## src/rtl/cmd_clk_delay_pkg.sv

```systemverilog
// cmd_clk_delay_pkg: widths, FSM states and the single-step rule for the command-clock delay controller.
// Scan states exist only when CMD_CLK_SCAN_EN is defined.
package cmd_clk_delay_pkg;
   localparam int CODE_W = 5;
   localparam int FINE_W = 4;
   localparam logic [FINE_W-1:0] MAX_FINE = 4'd15;
   typedef enum logic [2:0] {
      IDLE, EVAL, STEP, SETTLE
`ifdef CMD_CLK_SCAN_EN
      , SCAN_DWELL, SCAN_NEXT
`endif
   } cdc_state_e;
   // Phase may only flip while fine is 0, so a phase change first walks fine down.
   function automatic logic [CODE_W-1:0] next_code(input logic [CODE_W-1:0] cur, input logic [CODE_W-1:0] tgt);
      logic [FINE_W-1:0] f;
      f = cur[FINE_W-1:0];
      if (cur[FINE_W] != tgt[FINE_W]) return f != '0 ? {cur[FINE_W], f - 1'b1} : {~cur[FINE_W], f};
      if (tgt[FINE_W-1:0] > f) return {cur[FINE_W], f == MAX_FINE ? f : f + 1'b1};
      if (tgt[FINE_W-1:0] < f) return {cur[FINE_W], f == '0 ? f : f - 1'b1};
      return cur;
   endfunction
endpackage

```

## src/rtl/cmd_clk_delay_ctrl_if.sv

```systemverilog
// cmd_clk_delay_ctrl_if: configuration, scan and stage-select signals of the command-clock delay controller.
interface cmd_clk_delay_ctrl_if;
   import cmd_clk_delay_pkg::*;
   logic              CfgPhase;
   logic [FINE_W-1:0] CfgFineDelay;
   logic              CfgLoad;
   logic              ScanStart;
   logic              AlignOk;
   logic              SelClkPhase;
   logic [FINE_W-1:0] ClkFineDelay;
   logic              Busy;
   logic              Done;
   logic [CODE_W-1:0] ScanBest;
   logic              ScanValid;
   modport master (
      output CfgPhase, CfgFineDelay, CfgLoad, ScanStart, AlignOk,
      input  SelClkPhase, ClkFineDelay, Busy, Done, ScanBest, ScanValid
   );
   modport slave (
      input  CfgPhase, CfgFineDelay, CfgLoad, ScanStart, AlignOk,
      output SelClkPhase, ClkFineDelay, Busy, Done, ScanBest, ScanValid
   );
endinterface

```

## src/rtl/cdc_cycle_counter.sv

```systemverilog
// cdc_cycle_counter: loadable down-counter that stops at zero and flags terminal count.
module cdc_cycle_counter #(
   parameter int W = 8
) (
   input  logic         clk,
   input  logic         rst,
   input  logic         load,
   input  logic [W-1:0] load_val,
   output logic         tc
);
   logic [W-1:0] cnt_q;
   always_ff @(posedge clk or posedge rst)
      if (rst) cnt_q <= '0;
      else if (load) cnt_q <= load_val;
      else if (!tc) cnt_q <= cnt_q - 1'b1;
   assign tc = cnt_q == '0;
endmodule

```

## src/rtl/cmd_clk_delay_ctrl.sv

```systemverilog
// cmd_clk_delay_ctrl: walks the command-clock phase/fine-delay selects one code at a time toward a target.
// Define CMD_CLK_SCAN_EN to add the 32-code alignment scan that parks at the centre of the widest passing window.
module cmd_clk_delay_ctrl
   import cmd_clk_delay_pkg::*;
#(
   parameter int SETTLE_CYCLES = 64,
   parameter int DWELL_CYCLES  = 1024
) (
   input logic                 CdrDelClk,
   input logic                 Reset,
   cmd_clk_delay_ctrl_if.slave bus
);
   localparam int CNT_W = $clog2((SETTLE_CYCLES > DWELL_CYCLES ? SETTLE_CYCLES : DWELL_CYCLES) + 1);
   cdc_state_e state_q, state_d;
   logic [CODE_W-1:0] code_q, tgt_q, step_q, tgt_val;
   logic [CNT_W-1:0] cnt_val;
   logic cnt_load, cnt_tc, scan_go, sweep, tgt_set;
   cdc_cycle_counter #(.W(CNT_W)) u_cnt (
      .clk(CdrDelClk), .rst(Reset), .load(cnt_load), .load_val(cnt_val), .tc(cnt_tc)
   );
   assign bus.SelClkPhase  = code_q[FINE_W];
   assign bus.ClkFineDelay = code_q[FINE_W-1:0];
   assign bus.Busy         = state_q != IDLE;
   // Intermediate codes visited by a sweep are not completions.
   assign bus.Done         = state_q == EVAL && code_q == tgt_q && !sweep;
   always_comb begin
      state_d  = state_q;
      cnt_load = 1'b0;
      cnt_val  = CNT_W'(SETTLE_CYCLES - 1);
      case (state_q)
         IDLE:   state_d = bus.CfgLoad || scan_go ? EVAL : IDLE;
         EVAL: begin
            if (code_q != tgt_q) state_d = STEP;
`ifdef CMD_CLK_SCAN_EN
            else if (sweep) begin
               state_d  = SCAN_DWELL;
               cnt_load = 1'b1;
               cnt_val  = CNT_W'(DWELL_CYCLES - 1);
            end
`endif
            else state_d = bus.CfgLoad ? EVAL : IDLE;
         end
         STEP: begin
            state_d  = SETTLE;
            cnt_load = 1'b1;
         end
         SETTLE: state_d = cnt_tc ? EVAL : SETTLE;
`ifdef CMD_CLK_SCAN_EN
         SCAN_DWELL: state_d = cnt_tc ? SCAN_NEXT : SCAN_DWELL;
         SCAN_NEXT:  state_d = EVAL;
`endif
         default: state_d = IDLE;
      endcase
   end
   // The step is frozen in EVAL so a retarget during STEP still completes it.
   always_ff @(posedge CdrDelClk or posedge Reset)
      if (Reset) begin
         state_q <= IDLE;
         code_q  <= '0;
         tgt_q   <= '0;
         step_q  <= '0;
      end else begin
         state_q <= state_d;
         if (state_q == EVAL) step_q <= next_code(code_q, tgt_q);
         if (state_q == STEP) code_q <= step_q;
         if (bus.CfgLoad) tgt_q <= {bus.CfgPhase, bus.CfgFineDelay};
         else if (tgt_set) tgt_q <= tgt_val;
      end
`ifdef CMD_CLK_SCAN_EN
   logic [CODE_W-1:0] idx_q, pre_q, run_start_q, best_start_q, best_end_q, run_start_d;
   logic [CODE_W-1:0] best_s, best_e, mid, scan_best_q;
   logic [CODE_W:0] run_len_q, best_len_q, run_len_d, mid_sum;
   logic sweep_q, pass_q, better, found, last, scan_valid_q;
   assign scan_go       = bus.ScanStart && !bus.CfgLoad;
   assign sweep         = sweep_q;
   assign bus.ScanBest  = scan_best_q;
   assign bus.ScanValid = scan_valid_q;
   // Strictly-longer comparison keeps the first run on a tie.
   always_comb begin
      run_len_d   = pass_q ? run_len_q + 1'b1 : '0;
      run_start_d = run_len_q == '0 ? idx_q : run_start_q;
      better      = pass_q && run_len_d > best_len_q;
      best_s      = better ? run_start_d : best_start_q;
      best_e      = better ? idx_q : best_end_q;
      found       = better || best_len_q != '0;
      mid_sum     = {1'b0, best_s} + {1'b0, best_e};
      mid         = mid_sum[CODE_W:1];
      last        = idx_q == '1;
      tgt_set     = (state_q == IDLE && scan_go) || state_q == SCAN_NEXT;
      tgt_val     = state_q == IDLE ? '0 : !last ? idx_q + 1'b1 : found ? mid : pre_q;
   end
   always_ff @(posedge CdrDelClk or posedge Reset)
      if (Reset) begin
         sweep_q      <= 1'b0;
         pass_q       <= 1'b0;
         idx_q        <= '0;
         pre_q        <= '0;
         run_len_q    <= '0;
         run_start_q  <= '0;
         best_len_q   <= '0;
         best_start_q <= '0;
         best_end_q   <= '0;
         scan_best_q  <= '0;
         scan_valid_q <= 1'b0;
      end else if (state_q == IDLE && scan_go) begin
         sweep_q    <= 1'b1;
         idx_q      <= '0;
         pre_q      <= code_q;
         run_len_q  <= '0;
         best_len_q <= '0;
      end else if (state_q == EVAL) pass_q <= 1'b1;
      else if (state_q == SCAN_DWELL) pass_q <= pass_q & bus.AlignOk;
      else if (state_q == SCAN_NEXT) begin
         run_len_q   <= run_len_d;
         run_start_q <= run_start_d;
         idx_q       <= idx_q + 1'b1;
         if (better) begin
            best_len_q   <= run_len_d;
            best_start_q <= run_start_d;
            best_end_q   <= idx_q;
         end
         if (last) begin
            sweep_q      <= 1'b0;
            scan_valid_q <= found;
            scan_best_q  <= found ? mid : '0;
         end
      end
`else
   logic unused_scan;
   assign unused_scan   = bus.ScanStart ^ bus.AlignOk;
   assign scan_go       = 1'b0;
   assign sweep         = 1'b0;
   assign tgt_set       = 1'b0;
   assign tgt_val       = '0;
   assign bus.ScanBest  = '0;
   assign bus.ScanValid = 1'b0;
`endif
endmodule

```

## src/flat_wrapper.sv

```systemverilog
// flat-port wrapper written by rule: the top's interface ports become plain ports
module cmd_clk_delay_ctrl_flat import cmd_clk_delay_pkg::*;
#(
   parameter int SETTLE_CYCLES = 64,
   parameter int DWELL_CYCLES  = 1024
)
  (CdrDelClk, Reset, bus_CfgPhase, bus_CfgFineDelay, bus_CfgLoad, bus_ScanStart, bus_AlignOk, bus_SelClkPhase, bus_ClkFineDelay, bus_Busy, bus_Done, bus_ScanBest, bus_ScanValid);
  cmd_clk_delay_ctrl_if bus_i ();
  input logic CdrDelClk;
  input logic Reset;
  input wire logic [$bits(bus_i.CfgPhase)-1:0] bus_CfgPhase;
  input wire logic [$bits(bus_i.CfgFineDelay)-1:0] bus_CfgFineDelay;
  input wire logic [$bits(bus_i.CfgLoad)-1:0] bus_CfgLoad;
  input wire logic [$bits(bus_i.ScanStart)-1:0] bus_ScanStart;
  input wire logic [$bits(bus_i.AlignOk)-1:0] bus_AlignOk;
  output wire logic [$bits(bus_i.SelClkPhase)-1:0] bus_SelClkPhase;
  output wire logic [$bits(bus_i.ClkFineDelay)-1:0] bus_ClkFineDelay;
  output wire logic [$bits(bus_i.Busy)-1:0] bus_Busy;
  output wire logic [$bits(bus_i.Done)-1:0] bus_Done;
  output wire logic [$bits(bus_i.ScanBest)-1:0] bus_ScanBest;
  output wire logic [$bits(bus_i.ScanValid)-1:0] bus_ScanValid;
  assign bus_i.CfgPhase = bus_CfgPhase;
  assign bus_i.CfgFineDelay = bus_CfgFineDelay;
  assign bus_i.CfgLoad = bus_CfgLoad;
  assign bus_i.ScanStart = bus_ScanStart;
  assign bus_i.AlignOk = bus_AlignOk;
  assign bus_SelClkPhase = bus_i.SelClkPhase;
  assign bus_ClkFineDelay = bus_i.ClkFineDelay;
  assign bus_Busy = bus_i.Busy;
  assign bus_Done = bus_i.Done;
  assign bus_ScanBest = bus_i.ScanBest;
  assign bus_ScanValid = bus_i.ScanValid;
  cmd_clk_delay_ctrl #(.SETTLE_CYCLES(SETTLE_CYCLES), .DWELL_CYCLES(DWELL_CYCLES)) u_core (.CdrDelClk(CdrDelClk), .Reset(Reset), .bus(bus_i));
endmodule
```

## config.mk

```make
export PLATFORM = sky130hd
export DESIGN_NAME = cmd_clk_delay_ctrl_flat
export DESIGN_NICKNAME = d
export VERILOG_FILES = /design/src/rtl/cmd_clk_delay_pkg.sv /design/src/rtl/cmd_clk_delay_ctrl_if.sv /design/src/rtl/cdc_cycle_counter.sv /design/src/rtl/cmd_clk_delay_ctrl.sv /design/src/flat_wrapper.sv
export SDC_FILE = /design/constraint.sdc
export NUM_CORES = 1
export LEC_CHECK = 0
export BUFFER_PORTS_ARGS = -buffer_cell sky130_fd_sc_hd__buf_2
export CAP_MARGIN = 20
export CELL_PAD_IN_SITES_DETAIL_PLACEMENT = 0
export CELL_PAD_IN_SITES_GLOBAL_PLACEMENT = 1
export CORE_MARGIN = 1.5
export CORE_UTILIZATION = 47
export DETAILED_ROUTE_END_ITERATION = 10
export PLACE_DENSITY_LB_ADDON = 0.1
export SETUP_SLACK_MARGIN = 0.05
export SLEW_MARGIN = 10
export SYNTH_ARGS = -nofsm -noshare
export SYNTH_HDL_FRONTEND = slang
export SYNTH_HIERARCHICAL = 1
export SYNTH_SLANG_ARGS = --single-unit
```

## constraint.sdc

```tcl
create_clock -name CdrDelClk -period 5.16 [get_ports CdrDelClk]
set_clock_uncertainty 0.2 [all_clocks]
set_input_delay 0.258 -clock CdrDelClk [delete_from_list [all_inputs] [get_ports CdrDelClk]]
set_output_delay 0.258 -clock CdrDelClk [all_outputs]
set_load 0.1 [all_outputs]
```

# After elaboration in Yosys (flattened, before gate mapping)
# Index checks and enable logic that the tools add are counted.
[totals]
ff_bits = 29
input_bits = 10
word_cells = 50
[op_classes]
n_addsub = 3
magnitude_cmp = 2
n_eq_ne = 8
n_mux = 25
bitwise_logic = 1
n_reduce_logical = 6
[ops]
columns = ["op", "n"]
rows = [
  ["$mux W5", 7],
  ["$mux W11", 2],
  ["$pmux W3 S4", 1],
  ["$logic_not A11 Y1", 1],
  ["$mux W1", 11],
  ["$sub A11 B1 Y11 const B", 1],
  ["$mux W4", 2],
  ["$eq A3 B2 Y1 const B", 2],
  ["$eq A5 B5 Y1", 1],
  ["$ne A5 B5 Y1", 1],
  ["$add A4 B1 Y4 const B", 1],
  ["$eq A4 B4 Y1 const B", 1],
  ["$gt A4 B4 Y1", 1],
  ["$logic_not A4 Y1", 1],
  ["$lt A4 B4 Y1", 1],
  ["$reduce_bool A4 Y1", 1],
  ["$sub A4 B1 Y4 const B", 1],
  ["$eq A3 B1 Y1 const B", 1],
  ["$logic_not A3 Y1", 1],
  ["$mux W3", 1],
  ["$reduce_bool A3 Y1", 1],
  ["$mux W2", 1],
  ["$ne A2 B1 Y1 const B", 1],
  ["$logic_and A1 B1 Y1", 1],
  ["other kinds (2)", 2],
]

# Logic depth before layout (Yosys ltp)
[logic_depth]
word_depth = 11
depth_mapped = 8

# By module
# Netlist, hierarchy kept.
[modules_own_cells]
columns = ["mod", "n_inst", "cells_per_inst", "area_each_um2", "seq_area_each_um2"]
rows = [
  ["cmd_clk_delay_ctrl", 1, 121, 1134.8, 425.4],
  ["cdc_cycle_counter", 1, 61, 608.1, 275.3],
]

# Worst setup path before layout
# OpenSTA, ideal clock, no wires.
[synth_timing]
path_kind = "register to output"
start = "reg u_core.code_q[3]"
end = "out bus_Done"
t_arrival_ns = 3.865
required_time_ns = 4.702
setup_slack_ns = 0.837
stages_incl_launch_ff = 5
n_path_buf = 0
cell_sequence = "dfrtp_1 inv_1 ha_1 nand4_2 nor3_1"
[synth_between]
elab_chain_len = 2
[synth_lines]
columns = ["element", "line", "text"]
rows = [
  ["start: declaration", "cmd_clk_delay_ctrl.sv:15", "logic [CODE_W-1:0] code_q, tgt_q, step_q, tgt_val;"],
  ["start signal: assignment", "cmd_clk_delay_ctrl.sv:65", "if (state_q == STEP) code_q <= step_q;"],
  ["$eq A5 B5 Y1", "cmd_clk_delay_ctrl.sv:25", "assign bus.Done = state_q == EVAL && code_q == tgt_q && !sweep;"],
  ["$logic_and A1 B1 Y1", "cmd_clk_delay_ctrl.sv:25", ""],
  ["end: declaration", "flat_wrapper.sv:19", "output wire logic [$bits(bus_i.Done)-1:0] bus_Done;"],
]
# Every way passes these cells.

# Worst setup path after layout
# Same ends and word-level chain as after synthesis.

==> flow_summary.toml <==
[detailed_routing]
post-route-drc-count = 0
drt_iter0_drc = 46
wl_mm = 3.40
vias = 1332
drtPass1Iterations = 4
ant_nets = 0
wl_per_cell_um = 13.5
vias_per_cell = 5.29

[timing]
fin_crit_sh_pct = 52.3
slew-limit-headroom_pct = 48.9
tns_ns = 0
rsz0062_at_grt = "false"
slew_viol_final = 0
hold_violations = 0
min_period_ns = 2.70
report.final.setup_viol = 0
tightest_slew_ns = 0.765
fmax_mhz = 371

[worst_setup_path]
start_kind = "flip-flop"
critPathMaxFanout = 10
path_cells = "inv_1 -> ha_1 -> nand4_2 -> nor3_1 -> buf_2"
cp_slowest_stage_delay_ns = 0.49
r2r_end = "u_core/u_cnt/cnt_q[5]"
r2r_start = "u_core/u_cnt/cnt_q[0]"
crit_arrival_ns = 2.24
crit_path_top_delay_cell = "dfrtp_1"
critPathKind = "flip-flop to output port"
reg2reg_depth = 6
r2r_setup_slack_ns = 2.62
endpoint_kind = "output port"
cp.required_ns = 4.70

[placed_design]
post-dp-hpwl_mm = 2.49
gp_congestion = 0.753
io_buffer_count = 14

[status]
status = "finished, final reports clean"

[clock_tree]
cts.root.buffer_cell = "clkbuf_8"
clk_pin_slew_ns = 0.09
hold_buffers = 2
numCtsBuffers = 3
clk_path_buf_depth = 2
clock_sinks = 28
cts_setup_buffers = 0
clock_latency_ns = 0.27
cts_resized = 0
cts_tree = "yes"
htree_num_levels = 1

[global_routing]
gr-total-overflow = 0
antenna_found_initial = 0
grt_use_total_pct = 18.1
grt_max_degree = 19
grt_pass1_vias = 1249
grt_pass1_wl_mm = 5.80

[power]
power_frac_seq_pct = 36.4
power_density_nw_per_um2 = 514
ir_drop_mv = 0.223
internal_power_uw = 575
clock_power_share_pct = 17.1
p_sw_uw = 429
swShare_pct = 42.8
p_comb_share_pct = 46.6
leakage_nw = 0.877

[min_path]
hp-class = "input pin to flip-flop"
min_to = "u_core/tgt_q[1]"
hold_path.startpoint = "bus_CfgFineDelay[1]"
hold_depth = 2

[final_layout]
fillers = 318
fin_nets = 224
area_delta_synth_final_pct = 12.1
antenna_cells = 0
final_core_util_pct = 56.7
drive_gt1_share_pct = 17.5

[yosys]
synthDistinctLibCells = 50
ys_ff_latch = 28
synth.avg_cell_area_um2 = 9.58
synth_edf_count = 0
synth_area_um2 = 1740
synthFlopType = "dfrtp_1"
syn_inst = 182
async_flop_share_pct = 100
ys_seq_area_share_pct = 40.2
yosysWarnings = 6

[run]
cap_viol_max_count = 0

[floorplanning]
die_area_um2 = 4080
boundaryPins = 23
core.rowCount = 21
core-area_um2 = 3440
start_util_pct = 50.6
die_y_um = 63.9
die_w_um = 63.9
==> final cells by class <==
type	count	area, um^2	area share (%)
multi-input combinational	144	971	49.7
sequential	28	701	35.9
tap	46	57.6	2.95
clock inverter	1	30.0	1.54
clock buffer	3	41.3	2.11
inverter	12	45.0	2.31
timing repair buffer	18	108	5.51
==> worst max path at each step <==
stage                             to  slack, ns             startpoint
2_1_floorplan               bus_Done       0.84       u_core/code_q[3]
3_3_place_gp   u_core/u_cnt/cnt_q[5]       2.67  u_core/u_cnt/cnt_q[0]
3_5_place_dp   u_core/u_cnt/cnt_q[5]       2.62  u_core/u_cnt/cnt_q[0]
4_1_cts                     bus_Done       2.48       u_core/code_q[3]
5_1_grt                     bus_Done       2.30       u_core/code_q[3]
6_report                    bus_Done       2.46       u_core/code_q[3]
==> flip-flops by register name, indices dropped and copies added (netlist names) <==
name and flops:
u_core/state_q 2, u_core/step_q 5, u_core/u_cnt/cnt_q 11, u_core/tgt_q 5, u_core/code_q 5
==> power groups by stage <==
stage               clock network (mW)  registers (mW)  logic (mW)
finish                           0.171           0.365       0.468
detailed placement                   0           0.368       0.464
global placement                     0           0.365       0.451
global route                     0.186           0.377       0.515
CTS                              0.174           0.365       0.468
floorplan                            0           0.431       0.331
==> Yosys cell counts, types with 2 or more instances <==
master	count	area (um^2)
a21oi_1	6	30.0
nor2_1	8	30.0
nand3_1	5	25.0
o21ai_0	6	30.0
dfrtp_1	28	701
nor3_1	3	15.0
o21ai_2	2	17.5
conb_1	2	7.51
nand2b_1	2	12.5
xnor2_1	7	61.3
nor4_1	2	12.5
nand2_1	19	71.3
mux2_2	8	90.1
mux2i_1	2	20.0
a21o_1	2	15.0
clkbuf_1	2	7.51
nor2b_1	3	18.8
or2b_1	2	15.0
a22o_1	5	43.8
mux2_1	2	22.5
ha_1	7	87.6
buf_2	3	15.0
o31ai_1	3	22.5
inv_1	12	45.0
xor2_1	3	26.3
o21ai_1	8	40.0
buf_4	6	45.0
a31oi_1	2	12.5
==> metal layers <==
| metal | wire, um | global-route usage (%) | up-vias |
|---|---|---|---|
| li1 | - | - | 663 |
| met1 | 1690 | 25.3 | 634 |
| met2 | 1560 | 28.8 | 33 |
| met3 | 139 | 4.23 | 2 |
| met4 | 18 | 3.26 | 0 |
| met5 | 0 | 0 | - |
==> logic make-up after synthesis <==
family	count (synthesis)	synth area share, %
and+or+nand+nor	55	17.4
AOI/OAI and AO/OA	43	16.9
DFF	28	40.2
buffers and inverters	25	7.32
muxes	12	7.61
xor gates and xnor gates	10	5.03
adders and majority gates	7	5.02
other	2	0.431
==> critical path: cells and delay by family (launching register included) <==
kind | cells | cell delay, ns
adder cells (fa/ha/maj) | 1 | 0.39
buffers and inverters | 2 | 0.60
flip-flops | 1 | 0.49
AND/OR/NAND/NOR | 2 | 0.48
==> cell usage in the layout (no fill, tap or decap), drive strengths merged, types with 3 or more instances in the layout <==
master	instances
clkbuf	3
o31ai	3
mux2	10
a21oi	7
xor2	3
conb	17
buf	15
dfrtp	28
o21ai	16
nor3	3
inv	12
xnor2	7
nand2	19
a22o	5
nand3	5
dlygate4sd3	3
nor2	8
ha	7
nor2b	3
==> per-stage QoR <==
stage	area [um^2]	cells	total power, mW	worst slack (ns)	hold WS (ns)
floorplan	1800	197	0.763	0.837	-0.0896
global placement	1850	245	0.816	2.67	0.0854
detailed placement	1850	245	0.832	2.62	0.0922
CTS	1940	251	1.01	2.48	0.00736
global route	1950	252	1.08	2.30	0.00790
finish	1950	252	1.00	2.46	0.00865
Power figures use the tool's default switching activity.
